File: config.mk
export PLATFORM = sky130hd
export DESIGN_NAME = i2c_master_arbiter_flat
export DESIGN_NICKNAME = d
export VERILOG_FILES = /design/src/rtl/i2c_arb_pkg.sv /design/src/rtl/i2c_master_arbiter_if.sv /design/src/rtl/rr_arbiter.sv /design/src/rtl/i2c_master_arbiter.sv /design/src/flat_wrapper.sv
export SDC_FILE = /design/constraint.sdc
export NUM_CORES = 1
export LEC_CHECK = 0
export BUFFER_PORTS_ARGS = -buffer_cell sky130_fd_sc_hd__buf_4
export CORE_MARGIN = 5
export CORE_UTILIZATION = 45
export CTS_CLUSTER_SIZE = 40
export DETAILED_ROUTE_END_ITERATION = 12
export GPL_TIMING_DRIVEN = 0
export HOLD_SLACK_MARGIN = 0.1
export PLACE_DENSITY = 0.75
export SLEW_MARGIN = 40
export SYNTH_ARGS = -nofsm -noshare
export SYNTH_HDL_FRONTEND = slang
export SYNTH_HIERARCHICAL = 1
export SYNTH_SLANG_ARGS = --single-unit
export TNS_END_PERCENT = 30
File: constraint.sdc
create_clock -name clk -period 6.38 [get_ports clk]
set_clock_uncertainty 0.15 [all_clocks]
set_input_delay 1.276 -clock clk [delete_from_list [all_inputs] [get_ports clk]]
set_output_delay 1.276 -clock clk [all_outputs]
set_load 0.005 [all_outputs]
File: src/rtl/i2c_arb_pkg.sv
// Shared types and widths for the i2c_master_arbiter slice.
// Contents: FSM state enum, I2C address/data widths, watchdog width,
// the latched command payload struct and an index-width helper.
package i2c_arb_pkg;

  localparam int unsigned I2C_ADDR_W = 7;
  localparam int unsigned I2C_DATA_W = 8;
  localparam int unsigned WDOG_W     = 16;
  localparam int unsigned HOLD_W     = 4;

  typedef enum logic [2:0] {
    ST_IDLE,
    ST_ARB,
    ST_START,
    ST_WAIT_LOW,
    ST_BUSY,
    ST_DONE
  } arb_state_e;

  // Command latched from the winning requester for one transaction.
  typedef struct packed {
    logic [I2C_ADDR_W-1:0] addr;
    logic [I2C_DATA_W-1:0] data;
    logic                  rw;
  } i2c_cmd_t;

  // Width of a requester index; never narrower than one bit.
  function automatic int unsigned idx_width(input int unsigned n);
    return (n > 1) ? $clog2(n) : 1;
  endfunction

endpackage

File: src/rtl/i2c_master_arbiter_if.sv
// Bundle of requester-side and i2c_master-side signals for the arbiter.
// Modports:
//   master : arbiter view (drives gnt/done/rdata/err and the m_* command)
//   slave  : environment view (requesters plus the i2c_master)
interface i2c_master_arbiter_if #(
  parameter int unsigned NUM_REQ = 4
);
  import i2c_arb_pkg::*;

  logic [NUM_REQ-1:0]            req_i;
  logic [NUM_REQ*I2C_ADDR_W-1:0] addr_i;
  logic [NUM_REQ*I2C_DATA_W-1:0] wdata_i;
  logic [NUM_REQ-1:0]            rw_i;
  logic [NUM_REQ-1:0]            gnt_o;
  logic [NUM_REQ-1:0]            done_o;
  logic [I2C_DATA_W-1:0]         rdata_o;
  logic                          err_o;
  logic [I2C_ADDR_W-1:0]         m_addr;
  logic [I2C_DATA_W-1:0]         m_data_in;
  logic                          m_rw;
  logic                          m_enable;
  logic                          m_ready;
  logic [I2C_DATA_W-1:0]         m_data_out;

  modport master (
    input  req_i, addr_i, wdata_i, rw_i, m_ready, m_data_out,
    output gnt_o, done_o, rdata_o, err_o, m_addr, m_data_in, m_rw, m_enable
  );

  modport slave (
    output req_i, addr_i, wdata_i, rw_i, m_ready, m_data_out,
    input  gnt_o, done_o, rdata_o, err_o, m_addr, m_data_in, m_rw, m_enable
  );

endinterface

File: src/rtl/rr_arbiter.sv
// Combinational round-robin picker: first set req bit searching upward
// from ptr+1 (mod NUM_REQ). The pointer register lives in the parent.
// Ports: req (requests), ptr (last winner) -> gnt (one-hot), idx, any.
module rr_arbiter
  import i2c_arb_pkg::*;
#(
  parameter int unsigned NUM_REQ = 4
) (
  input  logic [NUM_REQ-1:0]            req,
  input  logic [idx_width(NUM_REQ)-1:0] ptr,
  output logic [NUM_REQ-1:0]            gnt,
  output logic [idx_width(NUM_REQ)-1:0] idx,
  output logic                          any
);

  localparam int unsigned IDX_W = idx_width(NUM_REQ);

  logic        w_found;
  int unsigned w_pos;

  // Scan NUM_REQ positions starting just after the previous winner.
  always_comb begin
    gnt     = '0;
    idx     = '0;
    any     = |req;
    w_found = 1'b0;
    w_pos   = 0;
    for (int unsigned i = 1; i <= NUM_REQ; i++) begin
      w_pos = (32'(ptr) + i) % NUM_REQ;
      if (!w_found && req[IDX_W'(w_pos)]) begin
        w_found           = 1'b1;
        gnt[IDX_W'(w_pos)] = 1'b1;
        idx               = IDX_W'(w_pos);
      end
    end
  end

endmodule

File: src/rtl/i2c_master_arbiter.sv
// Round-robin arbiter/sequencer sharing one i2c_master between NUM_REQ
// requesters: picks a winner, latches its command onto the master, pulses
// the enable, follows i2c_ready through the transfer and returns done/rdata.
// Ports: clk, i2c_reset_n (async active-low), bus (i2c_master_arbiter_if.master).
// Optional build macro I2C_ARB_TIMEOUT_EN adds a watchdog that ends a stuck
// transfer after TIMEOUT_CYCLES with err_o; otherwise err_o is tied low.
module i2c_master_arbiter
  import i2c_arb_pkg::*;
#(
  parameter int unsigned NUM_REQ        = 4,
  parameter int unsigned EN_HOLD        = 1,
  parameter int unsigned TIMEOUT_CYCLES = 4096
) (
  input  logic                  clk,
  input  logic                  i2c_reset_n,
  i2c_master_arbiter_if.master  bus
);

  localparam int unsigned IDX_W = idx_width(NUM_REQ);

  arb_state_e         r_state;
  logic [IDX_W-1:0]   r_ptr;
  logic [IDX_W-1:0]   r_win;
  logic [HOLD_W-1:0]  r_hold;

  logic [NUM_REQ-1:0] w_gnt;
  logic [IDX_W-1:0]   w_idx;
  logic               w_any;
  i2c_cmd_t           w_cmd;
  logic               w_wdog_hit;

  rr_arbiter #(.NUM_REQ(NUM_REQ)) u_rr (
    .req (bus.req_i),
    .ptr (r_ptr),
    .gnt (w_gnt),
    .idx (w_idx),
    .any (w_any)
  );

  // Select the candidate winner's command fields.
  always_comb begin
    w_cmd = '0;
    for (int unsigned k = 0; k < NUM_REQ; k++) begin
      if (w_gnt[k]) begin
        w_cmd.addr = bus.addr_i[k*I2C_ADDR_W +: I2C_ADDR_W];
        w_cmd.data = bus.wdata_i[k*I2C_DATA_W +: I2C_DATA_W];
        w_cmd.rw   = bus.rw_i[k];
      end
    end
  end

`ifdef I2C_ARB_TIMEOUT_EN
  logic [WDOG_W-1:0] r_wdog;

  // Zero outside the wait states, so it is clear on every WAIT_LOW entry.
  always_ff @(posedge clk or negedge i2c_reset_n) begin
    if (!i2c_reset_n) begin
      r_wdog <= '0;
    end else if (r_state == ST_WAIT_LOW || r_state == ST_BUSY) begin
      r_wdog <= r_wdog + WDOG_W'(1);
    end else begin
      r_wdog <= '0;
    end
  end

  assign w_wdog_hit = (r_wdog == WDOG_W'(TIMEOUT_CYCLES - 1));
`else
  localparam int unsigned unused_timeout_cycles = TIMEOUT_CYCLES;
  assign w_wdog_hit = 1'b0;
  assign bus.err_o  = 1'b0;
`endif

  // Transaction sequencer; every output is a register of this block.
  always_ff @(posedge clk or negedge i2c_reset_n) begin
    if (!i2c_reset_n) begin
      r_state       <= ST_IDLE;
      r_ptr         <= IDX_W'(NUM_REQ - 1);
      r_win         <= '0;
      r_hold        <= '0;
      bus.gnt_o     <= '0;
      bus.done_o    <= '0;
      bus.rdata_o   <= '0;
      bus.m_addr    <= '0;
      bus.m_data_in <= '0;
      bus.m_rw      <= 1'b0;
      bus.m_enable  <= 1'b0;
`ifdef I2C_ARB_TIMEOUT_EN
      bus.err_o     <= 1'b0;
`endif
    end else begin
      case (r_state)
        ST_IDLE: begin
          if ((|bus.req_i) && bus.m_ready) r_state <= ST_ARB;
        end
        ST_ARB: begin
          if (w_any) begin
            r_win         <= w_idx;
            bus.gnt_o     <= w_gnt;
            bus.m_addr    <= w_cmd.addr;
            bus.m_data_in <= w_cmd.data;
            bus.m_rw      <= w_cmd.rw;
            r_state       <= ST_START;
          end else begin
            r_state <= ST_IDLE;
          end
        end
        // Enable rises on the first START edge and stays up EN_HOLD cycles.
        ST_START: begin
          if (!bus.m_enable) begin
            bus.m_enable <= 1'b1;
            r_hold       <= HOLD_W'(1);
          end else if (r_hold == HOLD_W'(EN_HOLD)) begin
            bus.m_enable <= 1'b0;
            r_state      <= ST_WAIT_LOW;
          end else begin
            r_hold <= r_hold + HOLD_W'(1);
          end
        end
        ST_WAIT_LOW: begin
          if (w_wdog_hit) begin
            bus.done_o <= bus.gnt_o;
`ifdef I2C_ARB_TIMEOUT_EN
            bus.err_o  <= 1'b1;
`endif
            r_state    <= ST_DONE;
          end else if (!bus.m_ready) begin
            r_state <= ST_BUSY;
          end
        end
        // done_o is loaded here so it shows one edge after ready is seen high.
        ST_BUSY: begin
          if (bus.m_ready) begin
            bus.done_o <= bus.gnt_o;
            if (bus.m_rw) bus.rdata_o <= bus.m_data_out;
            r_state    <= ST_DONE;
          end else if (w_wdog_hit) begin
            bus.done_o <= bus.gnt_o;
`ifdef I2C_ARB_TIMEOUT_EN
            bus.err_o  <= 1'b1;
`endif
            r_state    <= ST_DONE;
          end
        end
        ST_DONE: begin
          bus.done_o <= '0;
`ifdef I2C_ARB_TIMEOUT_EN
          bus.err_o  <= 1'b0;
`endif
          bus.gnt_o  <= '0;
          r_ptr      <= r_win;
          r_state    <= ST_IDLE;
        end
        default: r_state <= ST_IDLE;
      endcase
    end
  end

endmodule
File: src/flat_wrapper.sv
// flat-port wrapper written by rule: the top's interface ports become plain ports
module i2c_master_arbiter_flat import i2c_arb_pkg::*;
#(
  parameter int unsigned NUM_REQ        = 4,
  parameter int unsigned EN_HOLD        = 1,
  parameter int unsigned TIMEOUT_CYCLES = 4096
)
  (clk, i2c_reset_n, bus_req_i, bus_addr_i, bus_wdata_i, bus_rw_i, bus_m_ready, bus_m_data_out, bus_gnt_o, bus_done_o, bus_rdata_o, bus_err_o, bus_m_addr, bus_m_data_in, bus_m_rw, bus_m_enable);
  i2c_master_arbiter_if #(.NUM_REQ(NUM_REQ)) bus_i ();
  input  logic clk;
  input  logic i2c_reset_n;
  input wire logic [$bits(bus_i.req_i)-1:0] bus_req_i;
  input wire logic [$bits(bus_i.addr_i)-1:0] bus_addr_i;
  input wire logic [$bits(bus_i.wdata_i)-1:0] bus_wdata_i;
  input wire logic [$bits(bus_i.rw_i)-1:0] bus_rw_i;
  input wire logic [$bits(bus_i.m_ready)-1:0] bus_m_ready;
  input wire logic [$bits(bus_i.m_data_out)-1:0] bus_m_data_out;
  output wire logic [$bits(bus_i.gnt_o)-1:0] bus_gnt_o;
  output wire logic [$bits(bus_i.done_o)-1:0] bus_done_o;
  output wire logic [$bits(bus_i.rdata_o)-1:0] bus_rdata_o;
  output wire logic [$bits(bus_i.err_o)-1:0] bus_err_o;
  output wire logic [$bits(bus_i.m_addr)-1:0] bus_m_addr;
  output wire logic [$bits(bus_i.m_data_in)-1:0] bus_m_data_in;
  output wire logic [$bits(bus_i.m_rw)-1:0] bus_m_rw;
  output wire logic [$bits(bus_i.m_enable)-1:0] bus_m_enable;
  assign bus_i.req_i = bus_req_i;
  assign bus_i.addr_i = bus_addr_i;
  assign bus_i.wdata_i = bus_wdata_i;
  assign bus_i.rw_i = bus_rw_i;
  assign bus_i.m_ready = bus_m_ready;
  assign bus_i.m_data_out = bus_m_data_out;
  assign bus_gnt_o = bus_i.gnt_o;
  assign bus_done_o = bus_i.done_o;
  assign bus_rdata_o = bus_i.rdata_o;
  assign bus_err_o = bus_i.err_o;
  assign bus_m_addr = bus_i.m_addr;
  assign bus_m_data_in = bus_i.m_data_in;
  assign bus_m_rw = bus_i.m_rw;
  assign bus_m_enable = bus_i.m_enable;
  i2c_master_arbiter #(.NUM_REQ(NUM_REQ), .EN_HOLD(EN_HOLD), .TIMEOUT_CYCLES(TIMEOUT_CYCLES)) u_core (.clk(clk), .i2c_reset_n(i2c_reset_n), .bus(bus_i));
endmodule
==> out/metrics.cfg <==
[timing]
tns_ns = 0
min_period_ns = 3.820
hold_viol = 0
slew_viol_final = 0
rsz0062_at_grt = no
fmax_mhz = 261.8
slew_headroom_pct = 61.79
setup_viol = 0
min_period_over_period_pct = 59.87
worst_pin_slew_ns = 0.5731

[pwr]
p_total_mw = 1.970
leakage_nw = 1.879
ir_drop_v = 0.0003977
pwr_density_cell_nw_per_um2 = 494.2

[synthesis]
synth_cell_types = 51
synth_largest_area_cell = dfrtp_1
synth_flop_cell = dfrtp_1
synth_area_per_cell_sq_um = 9.236
synth_enable_flop_cells = 0
synth_fp_nets = 406
synthCells = 317
syn_area_sq_um = 2928
ys_seq_elements = 44
ys_seq_area_share_pct = 37.69
synth.area.top_cells = dfrtp_1 36%, a221o_1 6.8%, nand3b_1 4.6%
yosysWarnings = 6
synth_top_area_share_pct = 35.90
ys_async_sr_fraction_pct = 100.0

[global_route]
grt_usage_pct = 20.51
grt_max_degree = 45
grt_pass1_vias = 2942
antenna_found_initial = 0
grt-ovfl-total = 0
grt_pass1_wl_mm = 14.15

[worst_setup_path]
cp.arrival_ns = 3.88
path_class = reg -> reg
reg2reg_from = u_core/r_ptr[0]
worstPathRequired_ns = 6.44
rr_worst_depth = 12
crit_path_cell_trace = buf_6 > inv_1 > ha_1 > clkbuf_1 > mux4_2 > nand2_1 > o21ai_1 > a221o_1 > clkbuf_1 > nand3b_1 > a221o_1 > a31oi_1
critPathMaxStageDelay_ns = 0.68
crit_path_start_kind = register
rrSetupSlack_ns = 2.56
end_kind = register
slowest_stage = dfstp_2
crit_fanout = 10
r2r_end = u_core/bus.m_data_in[7]

[clock_network]
clkLatencyLatePin_ns = 0.29
clk_pin_slew_ns = 0.08
postCtsHoldBufs = 0
cts_buffer_depth = 2
cts_setup_buffers = 0
root_buffer = clkbuf_8
cts_made_buffers = 5
cts_resized = 0
htree_levels = 2
cts_sinks = 44
tritoncts = yes

[routing]
drt.antenna.violating_nets = 0
drc_errors = 0
drt_pre_antenna_iters = 4
routed_wl_mm = 8.602
drt-initial-drc-count = 188
wl_per_cell_um = 16.80
vias = 2876
drt-vias-per-instance = 5.617

[cells_and_area]
drive_above_1_share_pct = 34.94
synthToLayoutAreaGrowth_pct = 36.15
layout_commonest_cell = buf_4
layout_common_cells = 118 x buf_4, 42 x dfrtp_1, 33 x nand2_1
insertedDiodeCount = 0
final_nets = 524

[status]
status = completed

[die]
die_h_um = 90.66
core_region_area_sq_um = 6350
start_util_pct = 46.11
die_area_sq_um = 8219
num_rows = 29
die_w_um = 90.66
ios = 113

[min_path]
min_path_type = reg -> reg
whs_endpoint = u_core/bus.rdata_o[2]
min_path_cells = 1
hp-start = u_core/bus.rdata_o[2]

[placed_design]
dp_hpwl_mm = 6.466
io_buffer_count = 111
gp_congestion = 0.8271

[flow_run]
cap_violations = 0

## synthesized netlist by cell type (2+ instances only)
library cell	n
dfstp_2	2
a31oi_1	16
o21ai_1	7
buf_4	7
o41ai_2	2
mux2_2	3
nand3b_1	18
ha_1	10
nor2b_1	6
a22oi_1	3
dfrtp_1	42
a221o_1	20
a21oi_1	19
o211ai_1	3
clkbuf_1	8
inv_1	21
mux2i_1	2
nand2_1	33
buf_2	12
mux2_1	11
a22o_1	4
o21ai_0	12
nor3b_1	2
nand2b_1	3
mux4_2	2
or3b_1	2
nor2_1	23
## metrics by stage
stage | hold WS, ns | std cells | utilization (%) | instance area [sq um] | setup WS (ns)
floorplan | 0.3041 | 317 | - | 2928 | 2.982
finish | 0.3415 | 512 | 62.78 | 3986 | 2.560
global route | 0.3565 | 512 | 62.78 | 3986 | 2.328
CTS | 0.3438 | 512 | 62.78 | 3986 | 2.561
detailed placement | 0.3255 | 505 | 60.75 | 3857 | 2.599
global placement | 0.3141 | 505 | 60.75 | 3857 | 2.637
## area by class of cell
cell class                 instances  area [sq um]
tap                               77         96.34
sequential                        44          1104
inverter                          21         78.83
clock inverter                     2         60.06
timing repair buffer             111         833.3
multi-input combinational        224          1592
buffer                            28         153.9
clock buffer                       5         68.82
fill                             526          2364
## how the worst max path moves through the flow
stage / cells after the start / to / slack, ns / startpoint
after CTS: 12 / u_core/bus.m_data_in[0] / 2.56 / u_core/r_ptr[0]
after detailed placement: 12 / u_core/bus.m_addr[5] / 2.60 / u_core/r_ptr[0]
after global placement: 11 / u_core/bus.m_data_in[7] / 2.64 / bus_req_i[2]
after global routing: 12 / u_core/bus.m_addr[6] / 2.33 / u_core/r_ptr[0]
after floorplan: 10 / u_core/bus.m_addr[6] / 2.98 / bus_req_i[2]
final: 12 / u_core/bus.m_data_in[7] / 2.56 / u_core/r_ptr[0]
## metal layers
layer,vias up,GRT usage [%],wire (um)
li1,1384,-,-
met1,1367,26.30,3628
met2,111,34.87,4394
met3,14,3.917,447
met4,0,6.079,131
met5,-,0,0
## power breakdown
group	internal, mW	total [mW]	switching (mW)
combinational	0.577	1.20	0.628
sequential	0.414	0.517	0.103
clock	0.154	0.249	0.0946
total	1.14	1.97	0.825
## state kept, by name, indices dropped and copies added, names as in the netlist
name                  cells
u_core/bus.m_addr         7
u_core/r_state            3
u_core/r_ptr              2
u_core/bus.done_o         4
u_core/bus.rdata_o        8
u_core/bus.m_enable       1
u_core/r_hold             4
u_core/bus.gnt_o          4
u_core/bus.m_rw           1
u_core/bus.m_data_in      8
u_core/r_win              2
## critical path: cells and delay by family (launching register included)
kind / cells / cell delay, ns
simple gates: 2 / 0.30
fa+ha+maj: 1 / 0.30
flops: 1 / 0.68
mux: 1 / 0.48
compound gates: 4 / 0.91
buf+inv: 4 / 0.93
## cell families (layout without fill, tap and decap cells)
family                   Yosys count  after routing  synth area share (%)
AND/OR/NAND/NOR                  101            101                 18.85
AO/OA/AOI/OAI                     94             94                 23.50
multiplexers                      18             18                 7.607
adder cells (fa/ha/maj)           10             10                 4.274
buffers and inverters             49            167                 7.949
flip-flops                        44             44                 37.69
other                              1              1                0.1281
Note: power is estimated with default switching activity, not from simulation.
